--- src/rtl/delay_loader_pkg.sv ---
// delay_loader_pkg: shared widths, register map, control bits and pacing FSM states for the delay word loader
package delay_loader_pkg;
    localparam int DW = 34;
    localparam logic [2:0] ADDR_B0    = 3'd0;
    localparam logic [2:0] ADDR_B1    = 3'd1;
    localparam logic [2:0] ADDR_B2    = 3'd2;
    localparam logic [2:0] ADDR_B3    = 3'd3;
    localparam logic [2:0] ADDR_B4    = 3'd4;
    localparam logic [2:0] ADDR_CTRL  = 3'd5;
    localparam logic [2:0] ADDR_FLUSH = 3'd6;
    localparam int CTRL_COMMIT = 0;
    localparam int CTRL_EN     = 1;
    localparam int CTRL_CLR    = 2;
    localparam int FLUSH_BIT   = 0;
    typedef enum logic [1:0] {IDLE, LOAD, STROBE, GAP} state_t;
endpackage

--- src/rtl/delay_word_fifo.sv ---
// delay_word_fifo: synchronous queue of committed delay words with push/pop/flush and level/full/empty
module delay_word_fifo #(
    parameter int W     = 34,
    parameter int DEPTH = 4,
    localparam int AW   = $clog2(DEPTH)
) (
    input  logic         i_clk,
    input  logic         i_rst,
    input  logic         i_push,
    input  logic         i_pop,
    input  logic         i_flush,
    input  logic [W-1:0] i_data,
    output logic [W-1:0] o_data,
    output logic [AW:0]  o_level,
    output logic         o_full,
    output logic         o_empty
);
    localparam logic [AW:0] ONE = 1;
    logic [W-1:0] r_mem [DEPTH];
    logic [AW:0]  r_wr;
    logic [AW:0]  r_rd;
    logic         w_do_pop;
    logic         w_do_push;
    assign o_level   = r_wr - r_rd;
    assign o_empty   = r_wr == r_rd;
    assign o_full    = (r_wr[AW] != r_rd[AW]) && (r_wr[AW-1:0] == r_rd[AW-1:0]);
    assign o_data    = r_mem[r_rd[AW-1:0]];
    assign w_do_pop  = i_pop && !o_empty;
    assign w_do_push = i_push && !i_flush && (!o_full || w_do_pop);
    // pointers carry an extra wrap bit so full and empty stay distinguishable; flush empties in one edge
    always_ff @(posedge i_clk) begin
        if (i_rst || i_flush) begin
            r_wr <= '0;
            r_rd <= '0;
        end else begin
            if (w_do_push) r_wr <= r_wr + ONE;
            if (w_do_pop)  r_rd <= r_rd + ONE;
        end
    end
    // storage needs no reset: only slots between the pointers are ever read
    always_ff @(posedge i_clk) begin
        if (w_do_push) r_mem[r_wr[AW-1:0]] <= i_data;
    end
endmodule

--- src/rtl/delay_word_loader.sv ---
// delay_word_loader: assembles host-written delay words, queues them and replays each with a paced PSWR strobe (optional DELAY_RANGE_CHECK_EN clamps small words)
module delay_word_loader
    import delay_loader_pkg::*;
#(
    parameter int FIFO_DEPTH  = 4,
    parameter int PSWR_CYCLES = 2,
    parameter int GAP_CYCLES  = 8,
    parameter int MIN_DELAY   = 4
) (
    input  logic                        Clock,
    input  logic                        RST_IN,
    input  logic                        Bus_Wr,
    input  logic [2:0]                  Bus_Addr,
    input  logic [7:0]                  Bus_Data,
    output logic [DW-1:0]               DelayVout,
    output logic                        PSWR_OUT,
    output logic                        EN_OUT,
    output logic [$clog2(FIFO_DEPTH):0] Fifo_Level,
    output logic                        Fifo_Full,
    output logic                        Ovf_Err,
    output logic                        Range_Err
);
    localparam int CMAX = (PSWR_CYCLES > GAP_CYCLES) ? PSWR_CYCLES : GAP_CYCLES;
    localparam int CW   = $clog2(CMAX);
`ifdef DELAY_RANGE_CHECK_EN
    localparam bit RANGE_EN = 1'b1;
`else
    localparam bit RANGE_EN = 1'b0;
`endif
    logic [DW-1:0] r_shadow;
    logic [DW-1:0] w_word;
    logic [DW-1:0] w_head;
    logic          w_small;
    logic          w_ctrl;
    logic          w_commit;
    logic          w_clear;
    logic          w_flush;
    logic          w_pop;
    logic          w_empty;
    logic          w_ovf;
    state_t        r_state;
    state_t        w_next;
    logic [CW-1:0] r_cnt;
    logic [CW-1:0] w_cnt_next;
    assign w_ctrl   = Bus_Wr && Bus_Addr == ADDR_CTRL;
    assign w_commit = w_ctrl && Bus_Data[CTRL_COMMIT];
    assign w_clear  = w_ctrl && Bus_Data[CTRL_CLR];
    assign w_flush  = Bus_Wr && Bus_Addr == ADDR_FLUSH && Bus_Data[FLUSH_BIT];
    assign w_small  = RANGE_EN && (r_shadow < DW'(MIN_DELAY));
    assign w_word   = w_small ? DW'(MIN_DELAY) : r_shadow;
    assign w_ovf    = w_commit && Fifo_Full && !w_pop;
    delay_word_fifo #(.W(DW), .DEPTH(FIFO_DEPTH)) u_fifo (
        .i_clk   (Clock),
        .i_rst   (RST_IN),
        .i_push  (w_commit),
        .i_pop   (w_pop),
        .i_flush (w_flush),
        .i_data  (w_word),
        .o_data  (w_head),
        .o_level (Fifo_Level),
        .o_full  (Fifo_Full),
        .o_empty (w_empty)
    );
    // shadow word assembled byte by byte; only two bits of the top byte are meaningful
    always_ff @(posedge Clock) begin
        if (RST_IN) begin
            r_shadow <= '0;
        end else if (Bus_Wr) begin
            if (Bus_Addr == ADDR_B0) r_shadow[7:0]   <= Bus_Data;
            if (Bus_Addr == ADDR_B1) r_shadow[15:8]  <= Bus_Data;
            if (Bus_Addr == ADDR_B2) r_shadow[23:16] <= Bus_Data;
            if (Bus_Addr == ADDR_B3) r_shadow[31:24] <= Bus_Data;
            if (Bus_Addr == ADDR_B4) r_shadow[33:32] <= Bus_Data[1:0];
        end
    end
    // enable and sticky error flags; a clear in the same write as a failing commit loses to the new error
    always_ff @(posedge Clock) begin
        if (RST_IN) begin
            EN_OUT    <= 1'b0;
            Ovf_Err   <= 1'b0;
            Range_Err <= 1'b0;
        end else begin
            EN_OUT    <= w_ctrl ? Bus_Data[CTRL_EN] : EN_OUT;
            Ovf_Err   <= w_ovf | (Ovf_Err & ~w_clear);
            Range_Err <= (w_commit & w_small) | (Range_Err & ~w_clear);
        end
    end
    // pacing state and phase counter
    always_ff @(posedge Clock) begin
        if (RST_IN) begin
            r_state <= IDLE;
            r_cnt   <= '0;
        end else begin
            r_state <= w_next;
            r_cnt   <= w_cnt_next;
        end
    end
    // next state: pop on leaving IDLE, then hold the strobe high and the line low for fixed counts
    always_comb begin
        w_next     = r_state;
        w_cnt_next = r_cnt;
        w_pop      = 1'b0;
        case (r_state)
            IDLE: begin
                w_pop  = !w_empty;
                w_next = w_empty ? IDLE : LOAD;
            end
            LOAD: begin
                w_next     = STROBE;
                w_cnt_next = '0;
            end
            STROBE: begin
                w_next     = (r_cnt == CW'(PSWR_CYCLES - 1)) ? GAP : STROBE;
                w_cnt_next = (r_cnt == CW'(PSWR_CYCLES - 1)) ? '0 : r_cnt + CW'(1);
            end
            GAP: begin
                w_next     = (r_cnt == CW'(GAP_CYCLES - 1)) ? IDLE : GAP;
                w_cnt_next = (r_cnt == CW'(GAP_CYCLES - 1)) ? '0 : r_cnt + CW'(1);
            end
            default: begin
                w_next     = IDLE;
                w_cnt_next = '0;
            end
        endcase
    end
    // registered outputs so the downstream domain sees glitch-free word and strobe
    always_ff @(posedge Clock) begin
        if (RST_IN) begin
            DelayVout <= '0;
            PSWR_OUT  <= 1'b0;
        end else begin
            DelayVout <= w_pop ? w_head : DelayVout;
            PSWR_OUT  <= w_next == STROBE;
        end
    end
endmodule

--- config.mk ---
export PLATFORM = sky130hd
export DESIGN_NAME = delay_word_loader
export DESIGN_NICKNAME = d
export VERILOG_FILES = /design/src/rtl/delay_loader_pkg.sv /design/src/rtl/delay_word_fifo.sv /design/src/rtl/delay_word_loader.sv
export SDC_FILE = /design/constraint.sdc
export NUM_CORES = 1
export LEC_CHECK = 0
export BUFFER_PORTS_ARGS = -buffer_cell sky130_fd_sc_hd__buf_2
export CORE_UTILIZATION = 30
export CTS_CLUSTER_DIAMETER = 120
export DETAILED_ROUTE_END_ITERATION = 8
export PLACE_DENSITY_LB_ADDON = 0.25
export SYNTH_ARGS = -nofsm -noshare
export SYNTH_HDL_FRONTEND = slang
export SYNTH_HIERARCHICAL = 1
export SYNTH_SLANG_ARGS = --single-unit
--- constraint.sdc ---
create_clock -name Clock -period 11.68 [get_ports Clock]
set_input_delay 2.92 -clock Clock [delete_from_list [all_inputs] [get_ports Clock]]
set_output_delay 2.92 -clock Clock [all_outputs]
set_load 0.03 [all_outputs]
Word level (Yosys, flattened, before mapping) --
Memory sizes are Yosys's and may differ from the RTL's. A register that Yosys moved wholly into a read port is not among the register bits. Cells that the tools add are included.
Word-level totals: input bits 14, flip-flop bits (word level) 49, word-level logic and storage cells 72, RAM bits 136, memories kept 1
Memory list:
- u_fifo.r_mem | words 4, bits a word 34, rd ports 1, clocked after memory_dff 1, wr ports 1, line delay_word_fifo.sv:19 | logic [W-1:0] r_mem [DEPTH];
Operators by class: bitwise logic cells 4, eq/ne operators 15, add/subtract/negate cells 4, multiplexer cells 10, reductions and logical operators 25
Operator list (count):
- $eq 3x3->1 const B | 4
- $logic_and 1x1->1 | 11
- $reduce_and 2->1 | 5
- $add 3x1->3 const B | 3
- $pmux 3 s3 | 1
- $pmux 2 s4 | 1
- $eq 2x2->1 const B | 3
- $eq 3x1->1 const B | 2
- $eq 3x2->1 const B | 2
- $mux 3 | 2
- $mux 1 | 5
- $logic_not 1->1 | 4
- $eq 3x3->1 | 1
- $logic_not 3->1 | 1
- $reduce_bool 3->1 | 1
- $sub 3x3->3 | 1
- $and 1x1->1 | 2
- $eq 2x1->1 const B | 1
- $eq 2x2->1 | 1
- $logic_not 2->1 | 1
- $logic_or 1x1->1 | 2
- $mux 2 | 1
- $ne 1x1->1 | 1
- $not 1->1 | 1
- $or 1x1->1 | 1

Depth between registers and ports, before layout --
Gate-level depths: netlist of run 1.
depth in word-level cells 8, depth in mapped cells 11, depth with buffers taken out 9

Modules after synthesis --
Netlist of run 1, hierarchy kept.
Modules (own cells, without submodules):
- delay_word_fifo | area each 5447.7 µm², times used 1, cells an instance 236
- delay_word_loader | area each 2964.1 µm², times used 1, cells an instance 331

Worst setup path before layout of run 1 --
Ideal clock, no wire load.
path type input port to flip-flop, start point in Bus_Addr[1], end point mem u_fifo.r_mem[1][0], enable pin, library setup time 0.475 ns, arrival time 6.272 ns, data required time 11.205 ns, cell stages on the path 5, setup slack 4.933 ns, buffers on the path 1, cells stage by stage buf_2 > and4b_1 > and2_1 > o31ai_4 > nor3b_1
RTL lines:
- from (decl) | line delay_word_loader.sv:13 | input logic [2:0] Bus_Addr,
- $eq 3x3->1 | line delay_word_loader.sv:45 | assign w_ctrl = Bus_Wr && Bus_Addr == ADDR_CTRL;
- $logic_and 1x1->1 | line delay_word_loader.sv:45
- $logic_and 1x1->1 | line delay_word_loader.sv:46 | assign w_commit = w_ctrl && Bus_Data[CTRL_COMMIT];
- named net w_commit | line delay_word_loader.sv:35 | logic w_commit;
- $logic_and 1x1->1 (2 in a row) | line delay_word_fifo.sv:29 | assign w_do_push = i_push && !i_flush && (!o_full || w_do_pop);
- $mux 1 | line delay_word_fifo.sv:42 | if (w_do_push) r_mem[r_wr[AW-1:0]] <= i_data;
- $mux 1 (implied by the code) | line delay_word_fifo.sv:42
- to (decl) | line delay_word_fifo.sv:19
The timed path passes the listed nets, and every way through them passes these cells.

Worst setup path after layout of run 1 --
start point reg u_fifo.r_wr[0], end point out Fifo_Level[2]
On the way: word-level cells in the longest chain between the ends 1
RTL lines:
- from (decl) | line delay_word_fifo.sv:20 | logic [AW:0] r_wr;
- from (signal assigned) | line delay_word_fifo.sv:36 | if (w_do_push) r_wr <= r_wr + ONE;
- $sub 3x3->3 | line delay_word_fifo.sv:24 | assign o_level = r_wr - r_rd;
- to (decl) | line delay_word_loader.sv:18 | output logic [$clog2(FIFO_DEPTH):0] Fifo_Level,
No other way between the ends.

==> impl_metrics.ini, run 1 <==
[sta]
setup_viol = 0
max_freq_mhz = 202
setup_tns_ps = 0
slew-limit-headroom_pct = 27.8
hold_violations = 0
rsz0062_at_grt = false
post-route-period-util_pct = 42.4
worstMarginPinSlew_ps = 1080
period_needed_ps = 4950
maxSlewViolCount = 0
clock_skew_ps = 10.1
hold-worst-slack_ps = 450

[finish]
nNetsFinal = 651
area_delta_synth_final_pct = 18.0
final_common_cell = edfxtp_1
stdcell_count = 1016
mostFrequentLayoutCells = edfxtp_1 (136), nand2_1 (113), dfxtp_1 (84)
fillers = 2601
diodes = 0
drive_above_1_share_pct = 27.2

[cts]
cts_root_buf = clkbuf_16
worstSkewPairLatency_ps = 510
cts.sinks = 221
cts_buffer_depth = 3
post_cts_buffers = 0
numCtsBuffers = 24
tritoncts = done
h-tree-depth = 1
cts.clk_slew.worst_paths_ps = 60
cts_resized = 0
cts.hold.buffers_added = 0

[synthesis]
synth_largest_area_cell = edfxtp_1
netlist.area_leader.share_pct = 48.5
yosys_register_bits = 221
netlist-cell-type-count = 45
synth-main-ff-cell = edfxtp_1
synth_edf_count = 136
syn-num-nets = 592
ys_seq_area_share_pct = 68.8
syn-instance-count = 567
yosysWarnings = 6
synth_area_um2 = 8410
avgSynthCellArea_um2 = 14.8
ys_top_cells_by_area = edfxtp_1 (49%), dfxtp_1 (20%), mux4_2 (9.1%), nand2_1 (5.0%), mux2i_1 (3.0%)
async_flop_share_pct = 0

[detailed_routing]
via_per_inst = 4.55
wire_per_inst_um = 17.5
drtIter0Drc = 210
vias = 4624
routed_wl_mm = 17.7
drc = 0
dr.pass1.iters = 5
ant_nets = 0

[status]
status = complete, no violations

[grt]
antenna_found_initial = 0
grt_max_degree = 81
grt_pass1_vias = 4818
grt_overflow = 0
grt_pass1_wl_mm = 27.7
grt_usage_pct = 12.7

[critical_path]
worstSetupPathType = reg2out
crit_arrival_ps = 2030
worstPathMaxFanout = 4
start_kind = flip-flop
r2r_cells = 9
cp.required_ps = 8760
endpoint_kind = primary output

[floorplanning]
die_w_um = 169
ios = 56
row_count = 60
core_area_um2 = 27300
die_area_um2 = 28700
die_h_um = 169
start_util_pct = 30.9

[placement]
port_buffers = 55
dp_hpwl_mm = 10.8
dp.cells = 972
gp_congestion = 0.716

[flow_run]
cap_violations = 0

[hold_path]
hold_class = reg2reg
whs_path_depth = 2

[pwr]
power_density_nw_per_um2 = 167
peakVddDrop_v = 0.0000992
leakage_uw = 0.00330
registers in the layout (all words and copies together) (netlist names), named ones only:
register,flops
r_state,2
u_fifo/r_mem,136
DelayVout,34
u_fifo/r_wr,3
r_cnt,3
Range_Err,1
Ovf_Err,1
u_fifo/r_rd,3
EN_OUT,1
r_shadow,34
PSWR_OUT,1
kinds of logic after synthesis:
family,count (synthesis),synth area share [%]
AOI/OAI and AO/OA,63,5.18
xor gates and xnor gates,2,0.298
adders and majority gates,11,1.73
buffers and inverters,41,2.65
DFF,221,68.8
muxes,59,12.1
and+or+nand+nor,170,9.30
critical path, cell delays in order, from the launching register on:
cell and delay (ps):
dfxtp_1 400, inv_1 120, ha_1 230, fa_1 390
xnor2_1 170, buf_2 220
worst paths after layout:
| kind | from | endpoint | slack, ps |
|---|---|---|---|
| max | u_fifo/r_wr[0]$_SDFFE_PP0P_ | Fifo_Level[2] | 6730 |
| min | DelayVout[20]$_SDFFE_PP0P_ | DelayVout[20]$_SDFFE_PP0P_ | 450 |
| max reg2reg | u_fifo/r_wr[0]$_SDFFE_PP0P_ | u_fifo/r_mem[2][25]$_DFFE_PP_ | 8470 |
| min reg2reg | DelayVout[20]$_SDFFE_PP0P_ | DelayVout[20]$_SDFFE_PP0P_ | 450 |
synth_stat cells (4+ instances only):
cell type	n
edfxtp_1	136
nand2_1	113
dfxtp_1	85
a21oi_1	35
mux4_2	34
mux2i_1	25
nor2_1	23
a21oi_2	21
clkbuf_1	10
ha_1	10
inv_1	9
buf_2	8
nor3b_1	5
buf_1	4
buf_6	4
nand4b_1	4
where the power goes:
group,internal [uW],total [uW],switching (uW)
Clock,481,781,300
Combinational,11.5,39.3,27.8
Sequential,828,832,4.48
Total,1320,1650,333
metal layers:
layer	global-route usage [%]	share of wire (%)	vias to the layer above
met4	3.56	2.0	0
met5	0	0	-
met2	21.7	49	101
li1	-	-	2195
met3	2.59	5.0	26
met1	16.4	44	2302
area by class of cell:
| cell class | instances | area (um^2) | area share [%] |
|---|---|---|---|
| Inverter | 10 | 42.5 | 0.429 |
| Multi-Input combinational cell | 305 | 2440 | 24.6 |
| Tap cell | 372 | 465 | 4.69 |
| Sequential cell | 221 | 5790 | 58.3 |
| Timing Repair Buffer | 64 | 345 | 3.48 |
| Clock buffer | 31 | 687 | 6.92 |
| Clock inverter | 13 | 151 | 1.53 |
through the flow:
step	util (%)	setup slack, ps	instance area (um^2)	total power [uW]
after floorplan	-	4930	8410	873
after CTS	36.4	6720	9920	1670
after detailed placement	33.3	6780	9080	889
after global routing	36.4	6600	9920	1710
after global placement	33.3	6820	9080	888
final	36.4	6730	9920	1650
Note: power is estimated with default switching activity, not from simulation.
==> run 2: changes to the inputs <==
==> constraint.sdc (replaced) <==
create_clock -name Clock -period 4.1 [get_ports Clock]
set_input_delay 1.025 -clock Clock [delete_from_list [all_inputs] [get_ports Clock]]
set_output_delay 1.025 -clock Clock [all_outputs]
set_load 0.03 [all_outputs]
==> run 2 against run 1 <==
  * Critical path depth rose by 4
  * First-iteration DRC count increased by 41%
  * Clock skew fell by 3.2 ps
  * Sequential share of layout area up 0.44 points
  * Die area unchanged
  * Register-to-register slack worse by 7500 ps
  * Worst hold slack gained 4.2 ps
  * Critical path type is now reg2reg
  * Cell count hardly changed
  * Combinational power rose to 2.8 times the previous value
  * Clock power rose to 2.7 times the previous value
  * Largest cell class unchanged
  * Worst setup slack got worse by 5700 ps
  * Highest routed layer unchanged
==> impl_metrics.ini, run 2 (synthesis results as in run 1) <==
[finish]
diodes = 0
largest_reg_flops = 136
nNetsFinal = 652
mostFrequentLayoutCells = edfxtp_1 (136), nand2_1 (113), dfxtp_1 (83)
final_cell_area_um2 = 9850
area_delta_synth_final_pct = 17.1
final_common_cell = edfxtp_1
fillers = 2613
drive_above_1_share_pct = 26.3

[placement]
port_buffers = 55
pre_cts_ws_ps = 972
placed_area_um2 = 9080
gp_congestion = 0.717
dp_hpwl_mm = 10.9

[sta]
rsz0062_at_grt = false
maxSlewViolCount = 0
post-route-period-util_pct = 75.8
max_freq_mhz = 322
clock_skew_ps = 6.89
setup_viol = 0
setup_tns_ps = 0
slew-limit-headroom_pct = 32.1
period_needed_ps = 3110
worstMarginPinSlew_ps = 1020
hold-worst-slack_ps = 455
worst_slack_ps = 990
hold_violations = 0

[hold_path]
hold_class = reg2reg

[critical_path]
worstSetupPathType = reg2reg
start_kind = flip-flop
crit_end = u_fifo/r_mem[2][12]$_DFFE_PP_
r2r_cells = 9
cp_cell_sequence = inv_1 > ha_1 > and2_1 > and2_2 > or3_1 > clkinv_4 > o31ai_4 > nor3b_2 > buf_4
r2r_slack_ps = 990
slowest_stage = buf_4
max_stage_delay_ps = 470
worstPathMaxFanout = 39
cp.required_ps = 4240
reg2reg_to = u_fifo/r_mem[2][12]$_DFFE_PP_
timing.rr.start = u_fifo/r_wr[0]$_SDFFE_PP0P_
crit_arrival_ps = 3250
endpoint_kind = flip-flop
crit_path_start = u_fifo/r_wr[0]$_SDFFE_PP0P_

[detailed_routing]
ant_nets = 0
via_per_inst = 4.64
vias = 4707
dr.pass1.iters = 4
routed_wl_mm = 17.5
drc = 0
wire_per_inst_um = 17.3
drtIter0Drc = 297

[floorplanning]
row_count = 60
die_h_um = 169
ios = 56
die_w_um = 169
core_area_um2 = 27300
start_util_pct = 30.9
die_area_um2 = 28700

[cts]
cts_root_buf = clkbuf_16
cts.clk_slew.worst_paths_ps = 60
tritoncts = done
h-tree-depth = 1
cts.hold.buffers_added = 0
cts_buffer_depth = 3
worstSkewPairLatency_ps = 500
cts_resized = 0
cts.sinks = 221
post_cts_buffers = 0
numCtsBuffers = 24

[grt]
grt_usage_pct = 12.6
grt_max_degree = 50
grt_pass1_vias = 4821
grt_overflow = 0
antenna_found_initial = 0
grt_pass1_wl_mm = 27.5

[pwr]
power_density_nw_per_um2 = 463
peakVddDrop_v = 0.000266
leakage_uw = 0.00325
p_total_uw = 4560

[flow_run]
cap_violations = 0

[status]
status = complete, no violations
run 2: metrics by stage:
stage / instances / util (%)
final: 1015 / 36.1
after CTS: 1015 / 36.1
after detailed placement: 973 / 33.3
after global placement: 973 / 33.3
after floorplan: 567 / -
after global routing: 1015 / 36.1
run 2: cell type report:
type                    instances  area [um^2]  share of cell area, %
clock inverters                 7         82.6                  0.838
repair buffers                 65          353                   3.58
clock buffers                  35          683                   6.94
multi-input cells             305         2440                   24.7
inverters                      10         42.5                  0.432
flip-flops and latches        221         5790                   58.8
well taps                     372          465                   4.73
run 2: report_power, final:
| group | internal [uW] | switching, uW |
|---|---|---|
| Sequential | 2360 | 13.4 |
| Combinational | 32.9 | 78.3 |
| Clock | 1270 | 805 |
| Total | 3660 | 897 |
run 2: worst min path at each step:
| stage | from | endpoint | cells after the start |
|---|---|---|---|
| 2_1_floorplan | r_cnt[1]$_SDFFE_PP0P_ | r_cnt[1]$_SDFFE_PP0P_ | 2 |
| 3_3_place_gp | DelayVout[19]$_SDFFE_PP0P_ | DelayVout[19]$_SDFFE_PP0P_ | 2 |
| 3_5_place_dp | DelayVout[16]$_SDFFE_PP0P_ | DelayVout[16]$_SDFFE_PP0P_ | 2 |
| 4_1_cts | DelayVout[16]$_SDFFE_PP0P_ | DelayVout[16]$_SDFFE_PP0P_ | 2 |
| 5_1_grt | DelayVout[16]$_SDFFE_PP0P_ | DelayVout[16]$_SDFFE_PP0P_ | 2 |
| 6_report | DelayVout[16]$_SDFFE_PP0P_ | DelayVout[16]$_SDFFE_PP0P_ | 2 |
run 2: worst max-delay path, delay by kind of cell, from the launching register on:
kind / cells / cell delay (ps)
compound gates: 1 / 180
flops: 1 / 380
fa+ha+maj: 1 / 330
simple gates: 4 / 980
buf+inv: 3 / 850
run 2: per-layer routing:
metal | global-route usage (%) | part of all wire [%] | routed length [um] | vias up
li1 | - | - | - | 2193
met1 | 15.9 | 43 | 7540 | 2382
met2 | 21.8 | 49 | 8640 | 102
met3 | 2.45 | 5.3 | 924 | 30
met4 | 3.92 | 2.5 | 432 | 0
met5 | 0 | 0 | 0 | -
==> run 3: changes to the inputs <==
==> constraint.sdc (replaced) <==
create_clock -name Clock -period 3.3 [get_ports Clock]
set_input_delay 0.825 -clock Clock [delete_from_list [all_inputs] [get_ports Clock]]
set_output_delay 0.825 -clock Clock [all_outputs]
set_load 0.03 [all_outputs]
==> run 3 against run 2 <==
  * First-iteration DRC count fell by 4.0%
  * Critical path depth fell by 4
  * Final area rose by 1.5%
  * Largest cell class unchanged
  * Largest power group unchanged
  * Count of clock-buffer cells in the layout fell by 1
  * Critical path type is now reg2out
  * Register-to-register slack got worse by 540 ps
  * Via count rose by 1.1%
==> impl_metrics.ini, run 3 (synthesis results as in run 1) <==
[cts]
h-tree-depth = 1
numCtsBuffers = 24
cts.hold.buffers_added = 0
cts_resized = 0
worstSkewPairLatency_ps = 510
tritoncts = done
cts_buffer_depth = 3
cts_root_buf = clkbuf_16
cts.sinks = 221
post_cts_buffers = 0
cts.clk_slew.worst_paths_ps = 60

[critical_path]
start_kind = flip-flop
r2r_cells = 9
cp.required_ps = 2470
worstSetupPathType = reg2out
endpoint_kind = primary output
crit_arrival_ps = 2030
worstPathMaxFanout = 4

[floorplanning]
die_w_um = 169
start_util_pct = 30.9
ios = 56
die_h_um = 169
row_count = 60
core_area_um2 = 27300
die_area_um2 = 28700

[sta]
post-route-period-util_pct = 86.5
worstMarginPinSlew_ps = 712
worst_slack_ps = 447
max_freq_mhz = 350
setup_viol = 0
maxSlewViolCount = 0
slew-limit-headroom_pct = 52.4
hold_violations = 0
period_needed_ps = 2850
rsz0062_at_grt = false
clock_skew_ps = 15.4

[detailed_routing]
vias = 4759
dr.pass1.iters = 4
wire_per_inst_um = 18.3
routed_wl_mm = 18.8
drtIter0Drc = 285
via_per_inst = 4.65
ant_nets = 0
drc = 0

[hold_path]
whs_path_depth = 2
hold_class = reg2reg

[pwr]
leakage_uw = 0.00332
intPower_uw = 4700
power.share.sequential_pct = 50.3
power_frac_comb_pct = 2.5
power_density_nw_per_um2 = 586
net-switching-power_uw = 1160
peakVddDrop_v = 0.000301
power_frac_clock_pct = 47.2
p_sw_share_pct = 19.8

[flow_run]
cap_violations = 0

[finish]
drive_above_1_share_pct = 27.3
largest_reg_flops = 136
diodes = 0
final_common_cell = edfxtp_1
final_cell_area_um2 = 10000
nNetsFinal = 659
area_delta_synth_final_pct = 18.8
mostFrequentLayoutCells = edfxtp_1 (136), nand2_1 (113), dfxtp_1 (84)

[placement]
dp_hpwl_mm = 12.0
gp_congestion = 0.691
pre_cts_ws_ps = 467
placed_area_um2 = 9180
port_buffers = 55

[status]
status = complete, no violations

[grt]
grt_pass1_wl_mm = 29.4
antenna_found_initial = 0
grt_overflow = 0
grt_pass1_vias = 5011
grt_max_degree = 46
grt_usage_pct = 13.5
run 3: changes by cell type in the layout (fill, tap and decap cells not counted), sizes merged:
cell and change:
clkbuf -1, buf +7, clkinv -1, inv +1, bufinv +2
run 3: layer usage:
metal,GRT usage (%),up-vias,part of all wire [%]
met2,23.3,93,49
met3,2.08,34,3.8
li1,-,2216,-
met4,3.76,0,2.1
met5,0,-,0
met1,17.4,2416,45
run 3: worst max-delay path, cell delays in order, from the launching register on:
cell     delay, ps
dfxtp_1        370
inv_1          110
ha_1           220
fa_1           380
xnor2_1        200
buf_2          230
run 3: path summary, 6_finish.rpt:
| path | endpoint | startpoint | slack, ps |
|---|---|---|---|
| min | DelayVout[17]$_SDFFE_PP0P_ | DelayVout[17]$_SDFFE_PP0P_ | 450 |
| max | Fifo_Level[2] | u_fifo/r_wr[0]$_SDFFE_PP0P_ | 450 |
| min reg2reg | DelayVout[17]$_SDFFE_PP0P_ | DelayVout[17]$_SDFFE_PP0P_ | 450 |
| max reg2reg | u_fifo/r_mem[2][32]$_DFFE_PP_ | u_fifo/r_wr[0]$_SDFFE_PP0P_ | 450 |
run 3: metrics by stage:
stage | util (%) | hold WS [ps] | TNS (ps) | cells | power [uW]
after CTS | 36.7 | 452 | 0 | 1023 | 5930
after global placement | 33.7 | 443 | 0 | 980 | 3150
final | 36.7 | 452 | 0 | 1023 | 5860
after floorplan | - | 453 | -55450 | 567 | 3090
after global routing | 36.7 | 471 | 0 | 1023 | 6040
after detailed placement | 33.7 | 444 | 0 | 980 | 3150
run 3: area by class of cell:
cell class	instances	area (um^2)
Multi-Input combinational cell	305	2470
Sequential cell	221	5790
Tap cell	372	465
Inverter	10	42.5
Timing Repair Buffer	72	418
Clock inverter	9	148
Fill cell	2599	17300
Clock buffer	34	669
run 3: power by group through the flow:
| stage | combinational [uW] | sequential [uW] | clock [uW] |
|---|---|---|---|
| 2_1_floorplan | 76.3 | 3010 | 0 |
| 3_3_place_gp | 144 | 3000 | 0 |
| 3_5_place_dp | 147 | 3010 | 0 |
| 4_1_cts | 147 | 2950 | 2840 |
| 5_1_grt | 156 | 2950 | 2930 |
| 6_report | 144 | 2950 | 2770 |
